`config.mk`:
```
export PLATFORM = sky130hd
export DESIGN_NAME = jtag_tap_ctrl_flat
export DESIGN_NICKNAME = d
export VERILOG_FILES = /design/src/rtl/jtag_tap_ctrl_if.sv /design/src/rtl/jtag_tap_ctrl.sv /design/src/flat_wrapper.sv
export SDC_FILE = /design/constraint.sdc
export NUM_CORES = 1
export LEC_CHECK = 0
export ABC_AREA = 1
export CAP_MARGIN = 0
export CORE_MARGIN = 3
export CORE_UTILIZATION = 45
export CTS_CLUSTER_SIZE = 20
export DETAILED_ROUTE_END_ITERATION = 8
export PLACE_DENSITY_LB_ADDON = 0.08
export RECOVER_POWER = 100
export SLEW_MARGIN = 20
export SYNTH_ARGS = -nofsm -noshare
export SYNTH_HDL_FRONTEND = slang
export SYNTH_SLANG_ARGS = --single-unit
```
`constraint.sdc`:
```
create_clock -name clk -period 2.5 [get_ports clk]
set_input_delay 0.25 -clock clk [delete_from_list [all_inputs] [get_ports clk]]
set_output_delay 0.25 -clock clk [all_outputs]
set_load 0.01 [all_outputs]
```
`src/rtl/jtag_tap_ctrl_if.sv`:
```
// Serial JTAG pins between a test master (VIP / probe) and the device-side TAP.
interface jtag_tap_ctrl_if;
  logic tms;
  logic tdi;
  logic tdo;
  logic tdo_en;

  modport master (output tms, output tdi, input tdo, input tdo_en);
  modport slave  (input tms, input tdi, output tdo, output tdo_en);
endinterface

```
`src/rtl/jtag_tap_ctrl.sv`:
```
// IEEE 1149.1-style TAP controller: 16-state FSM, IR, IDCODE, BYPASS and an optional USER DR.
// Optional USER data register is built only when JTAG_USER_DR_EN is defined.
module jtag_tap_ctrl #(
  parameter int                 IR_LEN     = 4,
  parameter int                 DR_WIDTH   = 16,
  parameter logic [31:0]        IDCODE_VAL = 32'h4BA0_0477,
  parameter logic [IR_LEN-1:0]  IR_IDCODE  = 4'h1,
  parameter logic [IR_LEN-1:0]  IR_USER    = 4'h2
) (
  input  logic                clk,
  input  logic                rst,
  jtag_tap_ctrl_if.slave      jtag,
  output logic [3:0]          tap_state,
  output logic [IR_LEN-1:0]   ir_q,
  input  logic [DR_WIDTH-1:0] user_capture_i,
  output logic [DR_WIDTH-1:0] user_dr_o,
  output logic                user_update_o
);

  typedef enum logic [3:0] {
    TLR    = 4'hF, RTI    = 4'hC,
    SEL_DR = 4'h7, CAP_DR = 4'h6, SH_DR = 4'h2, EX1_DR = 4'h1,
    PAU_DR = 4'h3, EX2_DR = 4'h0, UPD_DR = 4'h5,
    SEL_IR = 4'h4, CAP_IR = 4'hE, SH_IR = 4'hA, EX1_IR = 4'h9,
    PAU_IR = 4'hB, EX2_IR = 4'h8, UPD_IR = 4'hD
  } tap_state_e;

  tap_state_e          state_q, state_d;
  logic [IR_LEN-1:0]   ir_d;
  logic [IR_LEN-1:0]   ir_sr_q, ir_sr_d;
  logic [31:0]         id_sr_q, id_sr_d;
  logic                byp_q, byp_d;
  logic [DR_WIDTH-1:0] user_sr_q, user_sr_d;
  logic [DR_WIDTH-1:0] user_dr_q, user_dr_d;
  logic                user_update_q, user_update_d;
  logic                sel_idcode, sel_user;

  assign sel_idcode = (ir_q == IR_IDCODE);
`ifdef JTAG_USER_DR_EN
  assign sel_user   = (ir_q == IR_USER) && !sel_idcode;
`else
  logic unused_user;
  assign sel_user    = 1'b0;
  assign unused_user = ^user_capture_i ^ (ir_q == IR_USER);
`endif

  always_comb begin
    state_d = state_q;
    case (state_q)
      TLR:    state_d = jtag.tms ? TLR    : RTI;
      RTI:    state_d = jtag.tms ? SEL_DR : RTI;
      SEL_DR: state_d = jtag.tms ? SEL_IR : CAP_DR;
      CAP_DR: state_d = jtag.tms ? EX1_DR : SH_DR;
      SH_DR:  state_d = jtag.tms ? EX1_DR : SH_DR;
      EX1_DR: state_d = jtag.tms ? UPD_DR : PAU_DR;
      PAU_DR: state_d = jtag.tms ? EX2_DR : PAU_DR;
      EX2_DR: state_d = jtag.tms ? UPD_DR : SH_DR;
      UPD_DR: state_d = jtag.tms ? SEL_DR : RTI;
      SEL_IR: state_d = jtag.tms ? TLR    : CAP_IR;
      CAP_IR: state_d = jtag.tms ? EX1_IR : SH_IR;
      SH_IR:  state_d = jtag.tms ? EX1_IR : SH_IR;
      EX1_IR: state_d = jtag.tms ? UPD_IR : PAU_IR;
      PAU_IR: state_d = jtag.tms ? EX2_IR : PAU_IR;
      EX2_IR: state_d = jtag.tms ? UPD_IR : SH_IR;
      UPD_IR: state_d = jtag.tms ? SEL_DR : RTI;
      default: state_d = TLR;
    endcase
  end

  always_comb begin
    ir_d          = ir_q;
    ir_sr_d       = ir_sr_q;
    id_sr_d       = id_sr_q;
    byp_d         = byp_q;
    user_sr_d     = user_sr_q;
    user_dr_d     = user_dr_q;
    user_update_d = 1'b0;

    case (state_q)
      CAP_IR: begin
        ir_sr_d    = '0;
        ir_sr_d[0] = 1'b1;
      end
      SH_IR: begin
        ir_sr_d             = ir_sr_q >> 1;
        ir_sr_d[IR_LEN-1]   = jtag.tdi;
      end
      UPD_IR: ir_d = ir_sr_q;
      CAP_DR: begin
        if (sel_idcode)    id_sr_d   = IDCODE_VAL;
        else if (sel_user) user_sr_d = user_capture_i;
        else               byp_d     = 1'b0;
      end
      SH_DR: begin
        if (sel_idcode) begin
          id_sr_d     = id_sr_q >> 1;
          id_sr_d[31] = jtag.tdi;
        end else if (sel_user) begin
          user_sr_d             = user_sr_q >> 1;
          user_sr_d[DR_WIDTH-1] = jtag.tdi;
        end else begin
          byp_d = jtag.tdi;
        end
      end
      UPD_DR: begin
        if (sel_user) begin
          user_dr_d     = user_sr_q;
          user_update_d = 1'b1;
        end
      end
      default: ;
    endcase

    // Any path into Test-Logic-Reset restores the instruction and clears the scan chains.
    if (state_d == TLR) begin
      ir_d      = IR_IDCODE;
      ir_sr_d   = '0;
      id_sr_d   = '0;
      byp_d     = 1'b0;
      user_sr_d = '0;
    end
  end

  always_ff @(posedge clk) begin
    if (rst) begin
      state_q       <= TLR;
      ir_q          <= IR_IDCODE;
      ir_sr_q       <= '0;
      id_sr_q       <= '0;
      byp_q         <= 1'b0;
      user_sr_q     <= '0;
      user_dr_q     <= '0;
      user_update_q <= 1'b0;
    end else begin
      state_q       <= state_d;
      ir_q          <= ir_d;
      ir_sr_q       <= ir_sr_d;
      id_sr_q       <= id_sr_d;
      byp_q         <= byp_d;
      user_sr_q     <= user_sr_d;
      user_dr_q     <= user_dr_d;
      user_update_q <= user_update_d;
    end
  end

  always_comb begin
    jtag.tdo    = 1'b0;
    jtag.tdo_en = 1'b0;
    if (state_q == SH_IR) begin
      jtag.tdo    = ir_sr_q[0];
      jtag.tdo_en = 1'b1;
    end else if (state_q == SH_DR) begin
      jtag.tdo_en = 1'b1;
      if (sel_idcode)    jtag.tdo = id_sr_q[0];
      else if (sel_user) jtag.tdo = user_sr_q[0];
      else               jtag.tdo = byp_q;
    end
  end

  assign tap_state     = state_q;
`ifdef JTAG_USER_DR_EN
  assign user_dr_o     = user_dr_q;
  assign user_update_o = user_update_q;
`else
  assign user_dr_o     = '0;
  assign user_update_o = 1'b0;
`endif

endmodule

```
`src/flat_wrapper.sv`:
```
// flat-port wrapper written by rule: the top's interface ports become plain ports
module jtag_tap_ctrl_flat 
#(
  parameter int                 IR_LEN     = 4,
  parameter int                 DR_WIDTH   = 16,
  parameter logic [31:0]        IDCODE_VAL = 32'h4BA0_0477,
  parameter logic [IR_LEN-1:0]  IR_IDCODE  = 4'h1,
  parameter logic [IR_LEN-1:0]  IR_USER    = 4'h2
)
  (clk, rst, tap_state, ir_q, user_capture_i, user_dr_o, user_update_o, jtag_tms, jtag_tdi, jtag_tdo, jtag_tdo_en);
  jtag_tap_ctrl_if jtag_i ();
  input  logic clk;
  input  logic rst;
  output logic [3:0] tap_state;
  output logic [IR_LEN-1:0] ir_q;
  input  logic [DR_WIDTH-1:0] user_capture_i;
  output logic [DR_WIDTH-1:0] user_dr_o;
  output logic user_update_o;
  input wire logic [$bits(jtag_i.tms)-1:0] jtag_tms;
  input wire logic [$bits(jtag_i.tdi)-1:0] jtag_tdi;
  output wire logic [$bits(jtag_i.tdo)-1:0] jtag_tdo;
  output wire logic [$bits(jtag_i.tdo_en)-1:0] jtag_tdo_en;
  assign jtag_i.tms = jtag_tms;
  assign jtag_i.tdi = jtag_tdi;
  assign jtag_tdo = jtag_i.tdo;
  assign jtag_tdo_en = jtag_i.tdo_en;
  jtag_tap_ctrl #(.IR_LEN(IR_LEN), .DR_WIDTH(DR_WIDTH), .IDCODE_VAL(IDCODE_VAL), .IR_IDCODE(IR_IDCODE), .IR_USER(IR_USER)) u_core (.clk(clk), .rst(rst), .jtag(jtag_i), .tap_state(tap_state), .ir_q(ir_q), .user_capture_i(user_capture_i), .user_dr_o(user_dr_o), .user_update_o(user_update_o));
endmodule
```
==> out/results.txt <==
run status = completed
Die Ht = 74.1 um
Yosys top cell by area = dfxtp_1
post-synthesis mux area share = 0.00480
Core ar. = 4410 um2
Post-Synthesis Cells = 293
Syn Area/Cell = 7.12 um2
Die X = 74.1 um
via count = 1655
antenna cell count = 0
Max Root-Sink Buffers = 2
worst r2r src = u_core.tap_state[2]$_SDFF_PP1_
WL final = 3790 um
Clock Sinks = 45
met1 Track Usage GR = 0.206
complex-gate fraction of the synthesized area = 0.0834
first-pass GRT wire length = 6600 um
Hold Fails Final Rpt = 0
row count = 24
EDFF count, synth = 0
GRT busiest layer = met2
Final Util = 0.502
#FFs+latches synth = 45
Least-Margin Pin Slew = 0.808 ns
max incr delay on CP = 0.59 ns
Worst Path Max Fanout = 6
# DRC = 0
Total GRT Usage = 0.155
leading cell type by number of instances after synthesis = nand2_1
Root Buffer = clkbuf_8
max_cap viols = 0
Period minus WS final = 2.26 ns
Post-DP Area = 2150 um2
Static Leak = 0.987 nW
drt initial violations = 134
Post-CTS Resized = 0
GR Util met2 = 0.248
routed len/inst = 10.6 um
Post-Synth Simple-Gate Area = 0.289
nets = 324
CTS tree = done
Max Clk Rate = 443 MHz
WS Path Type = register to output pin
Critical Path Start Type = register
Setup Skew = 0.00539 ns
fin. max-slew vios = 0
layout cells sized above 1 = 0.0658
count of cell types in the netlist = 21
final setup fails = 0
clk_lat worst skew = 0.29 ns
sequential-to-total area share from yosys stat = 0.432
Synth top area share = 0.432
synthesized area = 2090 um2
Synth area leaders = dfxtp_1 43%, nand2_1 11%, nor2_1 9.2%
DR vias/cell = 4.65
Pwr per Cell Area = 809 nW/um2
Hold Path Origin = u_core.id_sr_q[24]$_SDFFE_PP0P_
Worst EP required = 2.25 ns
largest family of logic cells by synthesized area = simple AND/OR/NAND/NOR gates
XOR/XNOR Fraction of Synth Area = 0
H-tree levels = 2
DP Wirelength = 2470 um
CTS Hold Bufs = 0
CTS Buf Count = 5
Final ANT Viol Nets = 0
vias in the first global route = 1468
Design Area, Final = 2220 um2
setup TNS = 0 ns
initial antenna violation count = 0
Slowest-stage cell, CP = clkdlybuf4s50_1
Relative slew margins = 0.461
RSZ-0062 raised after global routing = false
top cells by count, synth = 61 x nand2_1, 51 x nor2_1, 45 x dfxtp_1
Initial Util = 0.473
drt pass-1 iters = 4
worst-path cell chain = nand2_2, nor2_1, nand3_1, o31ai_1, clkdlybuf4s50_1
Tcrit/Tclk final = 0.904
CP startpoint = u_core.tap_state[1]$_SDFF_PP1_
die area = 5490 um2
Worst-path clk slew = 0.08 ns
final estimated routing congestion in global placement = 0.838
adder-cell area share of the yosys netlist = 0
total grt overflow = 0
M3 GR Usage = 0.0405
post-synthesis to final-layout area growth = 6.30%
postcts setup bufs = 0
kind of end point of the critical path = output pin
PortBufs = 13
warnings from Yosys = 0
worst ir drop on vdd = 424 uV
largest net degree at the start of global routing = 41
Tightest Hold Check Type = register to register
FFs w/ async S/R, synth = 0
Worst EP arrival = 2.01 ns
Synth Flop Type = dfxtp_1
# IOs = 47
==> worst max-delay path: cells and delay by family (launching register included) <==
kind / cells / cell delay (ns)
buffers and inverters: 1 / 0.59
and+or+nand+nor: 3 / 0.58
DFF: 1 / 0.45
AOI/OAI and AO/OA: 1 / 0.10
==> layout by cell type (no fill, tap or decap) <==
cell type	synthesis	final
nand2_1	61	61
nor2_1	51	52
dfxtp_1	45	45
inv_1	39	40
nand3_1	24	24
o22ai_1	17	17
conb_1	1	17
dlygate4sd3_1	0	8
o21ai_0	6	6
clkbuf_8	0	6
inv_2	6	5
a21oi_1	5	5
clkdlybuf4s50_1	0	5
nor2_4	3	2
buf_4	17	2
nand2_2	1	1
nand3_2	1	1
o31ai_1	1	1
o21ai_1	1	1
nor2_2	1	1
nor3_1	1	1
mux2i_1	1	1
clkinvlp_4	0	1
clkbuf_2	0	1
==> power breakdown <==
| group | switching (W) | total (W) | internal, W |
|---|---|---|---|
| registers | 0.0000570 | 0.000848 | 0.000791 |
| logic | 0.000336 | 0.000494 | 0.000158 |
| clock network | 0.000234 | 0.000452 | 0.000219 |
==> flip-flops by register name, summed over array words and instances (netlist names) <==
| signal | count |
|---|---|
| u_core.ir_q | 4 |
| u_core.ir_sr_q | 4 |
| u_core.id_sr_q | 32 |
| u_core.tap_state | 4 |
| u_core.byp_q | 1 |
==> kinds of logic (layout without fill, tap and decap cells) <==
group | Yosys count | in the layout
multiplexers | 1 | 1
AND/OR/NAND/NOR | 143 | 143
other | 1 | 17
flip-flops | 45 | 45
AO/OA/AOI/OAI | 30 | 30
buffers and inverters | 73 | 68
==> worst paths after layout <==
check             cells past startpoint                         endpoint  slack, ns
hold reg to reg                       2  u_core.id_sr_q[23]$_SDFFE_PP0P_       0.52
setup / recovery                      5                         jtag_tdo       0.24
hold / removal                        2  u_core.id_sr_q[23]$_SDFFE_PP0P_       0.52
setup reg to reg                      8  u_core.id_sr_q[31]$_SDFFE_PP0P_       0.45
==> layer usage <==
metal | vias to the layer above | wire [um]
li1 | 896 | -
met1 | 730 | 1900
met2 | 24 | 1700
met3 | 5 | 137
met4 | 0 | 50
met5 | - | 0
==> cell type report <==
class / instances / area, um2
clock buffers: 6 / 82.6
multi-input cells: 191 / 842
well taps: 52 / 65.1
flip-flops and latches: 45 / 901
repair buffers: 16 / 150
inverters: 45 / 169
fillers: 451 / 2200
clock inverters: 1 / 7.51
==> metrics by stage <==
step                      std cells  hold slack (ns)  setup WS, ns  total power (W)
final                           356            0.525         0.241          0.00179
after global routing            356            0.555        0.0653          0.00192
after CTS                       356            0.529         0.226          0.00186
after detailed placement        349            0.511         0.560          0.00140
after global placement          349            0.488         0.554          0.00140
after floorplan                 309            0.350         0.966          0.00130
No activity file was read; power rests on OpenSTA's default activity.
